`config.mk`:
```
export PLATFORM = sky130hd
export DESIGN_NAME = cache_miss_ctrl
export DESIGN_NICKNAME = d
export VERILOG_FILES = /design/src/rtl/cache_miss_ctrl.sv
export SDC_FILE = /design/constraint.sdc
export NUM_CORES = 1
export LEC_CHECK = 0
export CORE_AREA = 5 5 75 146
export DETAILED_ROUTE_END_ITERATION = 10
export DIE_AREA = 0 0 80 151
export PLACE_DENSITY = 0.81
export SLEW_MARGIN = 0
export SYNTH_ARGS = -nofsm -noshare
export SYNTH_HDL_FRONTEND = slang
export SYNTH_SLANG_ARGS = --single-unit
export TNS_END_PERCENT = 5
```
`constraint.sdc`:
```
create_clock -name clk -period 2.15 [get_ports clk]
set_input_delay 0.3225 -clock clk [delete_from_list [all_inputs] [get_ports clk]]
set_output_delay 0.3225 -clock clk [all_outputs]
set_load 0.02 [all_outputs]
```
`src/rtl/cache_miss_ctrl.sv`:
```
// Cache miss controller: write-through stores and burst line refill on read misses.
// Optional RAM timeout abort (ERR state, sticky mem_err) enabled by defining MISS_TIMEOUT_EN.
module cache_miss_ctrl #(
    parameter int WORDS_PER_LINE = 4,
    parameter int TIMEOUT_CYCLES = 255
) (
    input  logic        clk,
    input  logic        reset,
    input  logic        cpu_req,
    input  logic        cpu_we,
    input  logic [31:0] cpu_addr,
    input  logic [31:0] cpu_wdata,
    input  logic        hit,
    output logic        stall,
    output logic        fill_we,
    output logic [31:0] fill_addr,
    output logic [31:0] fill_data,
    output logic        ram_req,
    output logic        ram_we,
    output logic [31:0] ram_addr,
    output logic [31:0] ram_wdata,
    input  logic        ram_ack,
    input  logic [31:0] ram_rdata,
    output logic        mem_err
);

    localparam int CW  = $clog2(WORDS_PER_LINE);
    localparam int OFF = CW + 2;

    typedef enum logic [2:0] {IDLE, WRITE, REFILL, DONE, ERR} state_t;

    state_t          state_q, state_d;
    logic [29:0]     addr_q, addr_d;
    logic [31:0]     wdata_q, wdata_d;
    logic [CW-1:0]   cnt_q, cnt_d;
    logic [31:0]     refill_addr;
    logic            to_hit;

    // Byte offset bits never matter; keep them visibly consumed.
    logic unused_cfg;
    assign unused_cfg = TIMEOUT_CYCLES[0] ^ (^cpu_addr[1:0]);

    assign refill_addr = {addr_q[29:OFF-2], cnt_q, 2'b00};

`ifdef MISS_TIMEOUT_EN
    localparam int TW = $clog2(TIMEOUT_CYCLES + 1);

    logic [TW-1:0] to_q, to_d;
    logic          mem_err_q, mem_err_d;

    assign to_hit  = (to_q == TW'(TIMEOUT_CYCLES - 1)) && !ram_ack;
    assign mem_err = mem_err_q;

    // Idle clears the timer, so it always starts at zero on WRITE/REFILL entry.
    always_comb begin
        to_d      = to_q;
        mem_err_d = mem_err_q | (state_d == ERR);
        if (state_q == IDLE || ram_ack)
            to_d = '0;
        else if (state_q == WRITE || state_q == REFILL)
            to_d = to_q + 1'b1;
    end

    always_ff @(posedge clk) begin
        if (reset) begin
            to_q      <= '0;
            mem_err_q <= 1'b0;
        end else begin
            to_q      <= to_d;
            mem_err_q <= mem_err_d;
        end
    end
`else
    assign to_hit  = 1'b0;
    assign mem_err = 1'b0;
`endif

    always_ff @(posedge clk) begin
        if (reset) begin
            state_q <= IDLE;
            addr_q  <= '0;
            wdata_q <= '0;
            cnt_q   <= '0;
        end else begin
            state_q <= state_d;
            addr_q  <= addr_d;
            wdata_q <= wdata_d;
            cnt_q   <= cnt_d;
        end
    end

    always_comb begin
        state_d   = state_q;
        addr_d    = addr_q;
        wdata_d   = wdata_q;
        cnt_d     = cnt_q;
        stall     = 1'b0;
        fill_we   = 1'b0;
        fill_addr = '0;
        fill_data = '0;
        ram_req   = 1'b0;
        ram_we    = 1'b0;
        ram_addr  = '0;
        ram_wdata = '0;

        unique case (state_q)
            IDLE: begin
                if (cpu_req && (cpu_we || !hit)) begin
                    stall   = 1'b1;
                    addr_d  = cpu_addr[31:2];
                    wdata_d = cpu_wdata;
                    cnt_d   = '0;
                    state_d = cpu_we ? WRITE : REFILL;
                end
            end
            WRITE: begin
                stall     = 1'b1;
                ram_req   = 1'b1;
                ram_we    = 1'b1;
                ram_addr  = {addr_q, 2'b00};
                ram_wdata = wdata_q;
                if (ram_ack)
                    state_d = DONE;
                else if (to_hit)
                    state_d = ERR;
            end
            REFILL: begin
                stall    = 1'b1;
                ram_req  = 1'b1;
                ram_addr = refill_addr;
                if (ram_ack) begin
                    fill_we   = 1'b1;
                    fill_addr = refill_addr;
                    fill_data = ram_rdata;
                    cnt_d     = cnt_q + 1'b1;
                    if (cnt_q == CW'(WORDS_PER_LINE - 1)) begin
                        cnt_d   = '0;
                        state_d = DONE;
                    end
                end else if (to_hit) begin
                    state_d = ERR;
                end
            end
            DONE: begin
                state_d = IDLE;
            end
            ERR: begin
                stall = 1'b1;
            end
            default: begin
                state_d = IDLE;
            end
        endcase
    end

endmodule
```
Word level (Yosys, flattened, before mapping). Cells that the tools add are included.

Memories kept: 0. Register bits: 67. Bits in read-only memories: 0. Input bits: 102. Logic and storage cells: 46. RAM bits: 0. Output and inout bits: 133. Latch bits: 0.

Reductions and logical operators: 10. $add $sub $neg: 1. Multiplexer cells: 22. Bitwise logic cells: 1. Div/mod/pow operators: 0. Equality and inequality tests: 8. Shift operators: 0. Multipliers: 0. Magnitude comparators: 0.

Operators by type and width (number): $mux W32 (5); $pmux W32 S2 (1); $mux W3 (4); $pmux W3 S4 (1); $mux W2 (4); $ne A2 B2 Y1 const B (4); $mux W1 (5); $reduce_and A5 Y1 (1); $pmux W2 S2 (1); $eq A3 B1 Y1 const B (1); $eq A3 B2 Y1 const B (1); $eq A3 B3 Y1 const B (1); $logic_not A3 Y1 (1); $reduce_and A3 Y1 (1); $reduce_or A3 Y1 (1); $add A2 B1 Y2 const B (1); $eq A2 B2 Y1 const B (1); $pmux W1 S2 (1); $reduce_and A2 Y1 (1); $reduce_bool A2 Y1 (1); $reduce_or A2 Y1 (1); $logic_and A1 B1 Y1 (1); $logic_not A1 Y1 (1); $logic_or A1 B1 Y1 (1); $not A1 Y1 (1).

Depth between registers and ports, before layout.
Depth after elaboration: 5. Gate-level depth with buffers: 8. Depth with buffers taken out: 6.

Worst setup path before layout. No wires, ideal clock.

Path type: register to output. From: register state_q[0]. To: output port ram_addr[11]. Cell stages (with the launch flop): 6. Required time: 1827 ps. Path slack: 219 ps. Path buffers: 1. Arrival: 1609 ps. Cells stage by stage: dfxtp_1 > inv_1 > ha_1 > o21a_1 > clkbuf_1 > and2_1.

Longest elaborated chain between the ends: 2. Elaborated cells on any way between the ends: 3. Classes of those cells: eq/ne: 2; mux: 1.

Ends and longest elaborated chain: start, declared (RTL line 32) `state_t state_q, state_d;`; start signal, assigned (RTL line 85) `state_q <= state_d;`; $eq A3 B2 Y1 / $eq A3 B1 Y1 (equally long branches) (RTL line 106) `unique case (state_q)`; $pmux W32 S2 * (RTL line 106); end, declared (RTL line 20) `output logic [31:0] ram_addr,`.

Mark *: on every way between the ends. The rest lies on a longest branch, timed or not.

Final worst setup path.
From: register state_q[0]. To: output port ram_addr[4].

The elaborated chain is that of the path after synthesis.

==> impl_results.md <==
* Status: complete, no violations
* Rows at 51
* Clock Skew at 0.00454 ns
* Initial drt markers at 171
* Setup bufs post-CTS at 0
* Cts hold-fix bufs at 0
* Fraction of layout cells with a size suffix above 1 at 11.7%
* Vias in the first global route at 3911
* Place WS at -0.0733 ns
* Buffers on Ports at 227
* IO Pins at 235
* Drt pass-1 iters at 4
* Die Ht at 151 um
* CTS buffer count at 9
* Final setup TNS at 0 ns
* Setup ws final at 0.0324 ns
* Antenna violations before repair at 0
* Type of origin of the critical path: flop
* Filler-free cell count of the finished design at 818
* Pin count of the biggest net entering global routing at 67
* Core footprint at 0.00970 mm^2
* Synth Instances at 464
* Cell Chain, Critical Path: buf_4, ha_1, o21a_1, buf_12, and2_1, clkdlybuf4s15_2
* DIE AREA at 0.0121 mm^2
* Tot Pwr at 5.52 mW
* Final Hold Viols at 0
* Layout area overhead at 76.3%
* CTS Buffer Depth at 2
* NumNets Final at 789
* Antenna cells at 0
* Total number of vias at 3974
* Final min period at 2.12 ns
* CP max-delay cell: dfxtp_1
* Dpl cell area at 0.00581 mm^2
* # DRC at 0
* Drt total wl at 13300 um
* Netlist Area Pre-Place at 0.00341 mm^2
* Average size of a mapped cell at 7.35 um^2
* Reg clk slew, reported paths at 0.06 ns
* Global route overflow at 0
* P_leak at 3.03 nW
* Vias per Instance at 4.86
* Synth warn at 0
* Clk Latency, worst-skew pair at 0.32 ns
* Slew headroom at 56.8%
* F_max at 472 MHz
* Seq/Total Area, Yosys at 38.8%
* CTS tree: built
* Power per cell area at 918 mW/mm^2
* Worst setup EP type: primary output
* Final setup viols at 0
* Starting Density at 35.2%
* Seq cells post-synth at 66
* ANT nets after route at 0
* Worst IR Drop VDD at 620 uV
* Period utilization at 98.5%
* First-pass GRT wire length at 19500 um
* Mean routed wirelength per cell at 16.3 um
* DP HPWL at 9920 um
* H-tree lvl count at 3
* Tot GR Track Use at 20.9%
* Setup repair after global routing missed its margin: yes
* Chip Width at 80 um
* Sinks on Clock Net at 66
* CP top delay family: buffers and inverters
* Max_cap viols at 0
* Final core occ at 62.0%
* Worst min path class: primary input to flop
* CP arrival at 1.80 ns
* Worst hold slack at 0.427 ns
* Worst-Margin Slew at 0.649 ns
* Cell area after layout at 0.00601 mm^2
* Final GP Congestion at 0.782
* Crit path kind: flop to primary output
* Commonest cells after routing, fill and taps aside: nand2_1, clkdlybuf4s50_1, dlygate4sd2_1
* Max-slew violation count at 0
* Commonest non-fill, non-tap cell in the layout: nand2_1
* Worst EP required at 1.83 ns
* Buf+Inv Stages, Crit Path at 3
* Max FO, Critical Path at 28
* Synth unique cells at 32
* Crit-path max cell delay at 0.31 ns
* CTS root buffer: clkbuf_16
* Placed insts at 801
[cell families (layout without fill, tap and decap cells)]
kind of cell,Yosys count,after routing,synth area share [%]
flops,66,66,38.8
other cells,1,5,0.110
buf+inv,51,269,7.78
compound gates,80,80,12.5
fa+ha+maj,6,6,2.20
simple gates,260,260,38.7
[where the power goes]
group          leakage (nW)  internal [mW]  switching (mW)  total [mW]
sequential            0.540           1.42           0.104        1.52
combinational          2.33          0.952            1.34        2.29
clock                 0.165           1.17           0.543        1.71
[flip-flops by register name, indices dropped and copies added, names as in the netlist]
register	flops
wdata_q	32
addr_q	30
cnt_q	2
state_q	2
[routing by layer]
metal	global-route usage, %	share of wire, %	wire length (um)	vias up
li1	-	-	-	1940
met1	19.2	33	4350	1824
met2	40.9	55	7380	181
met3	5.24	7.8	1040	29
met4	10.6	4.2	555	0
met5	0	0	0	-
[layout make-up]
type	count	area (um^2)
Tap cell	132	165
Inverter	5	18.8
Multi-Input combinational cell	351	1850
Clock inverter	6	114
Timing Repair Buffer	248	2300
Clock buffer	10	239
Fill cell	932	3690
Sequential cell	66	1320
[cells in the mapped netlist]
master	count	share of area [%]
a21bo_2	1	0.29
buf_4	5	1.1
a21boi_2	1	0.33
nor2_1	2	0.22
nor3b_1	1	0.22
nand2_1	124	14
buf_6	1	0.33
and3_1	61	11
nand3_1	2	0.29
buf_12	1	0.59
a21oi_1	69	10
conb_1	1	0.11
nand2_2	1	0.18
a22o_1	1	0.26
nand2b_2	1	0.26
and2_2	1	0.22
dfxtp_1	66	39
clkbuf_8	2	0.81
inv_1	5	0.55
buf_2	8	1.2
a22oi_1	2	0.44
ha_1	6	2.2
o21ai_0	4	0.59
clkbuf_1	28	3.1
or4_1	2	0.44
and3_2	2	0.44
o21a_1	1	0.22
nand4_1	1	0.18
and2_1	60	11
clkbuf_2	1	0.15
a21o_1	1	0.22
nor2b_1	2	0.37
[worst register-to-register path: stages, from the launching register on]
cell and delay (ns):
dfxtp_1 0.31, buf_4 0.14, ha_1 0.24, buf_4 0.16
a22o_1 0.26, or4_1 0.48, a21oi_1 0.17
[timing repair]
item                                    4_1_cts  5_1_grt
pin swaps                                     0        0
gates cloned                                  0        1
endpoints found under the setup margin      127       97
resized for setup                           187       30
[path summary, 6_finish.rpt]
kind                            from                        to  slack, ns  cells after the start
max          state_q[0]$_SDFFE_PP0P_               ram_addr[4]       0.03                      6
min                            reset  wdata_q[24]$_SDFFE_PP0P_       0.43                      2
max reg2reg  state_q[0]$_SDFFE_PP0P_   state_q[1]$_SDFFE_PP0P_       0.32                      6
min reg2reg  wdata_q[7]$_SDFFE_PP0P_   wdata_q[7]$_SDFFE_PP0P_       0.45                      2
(Power assumes the default switching activity.)
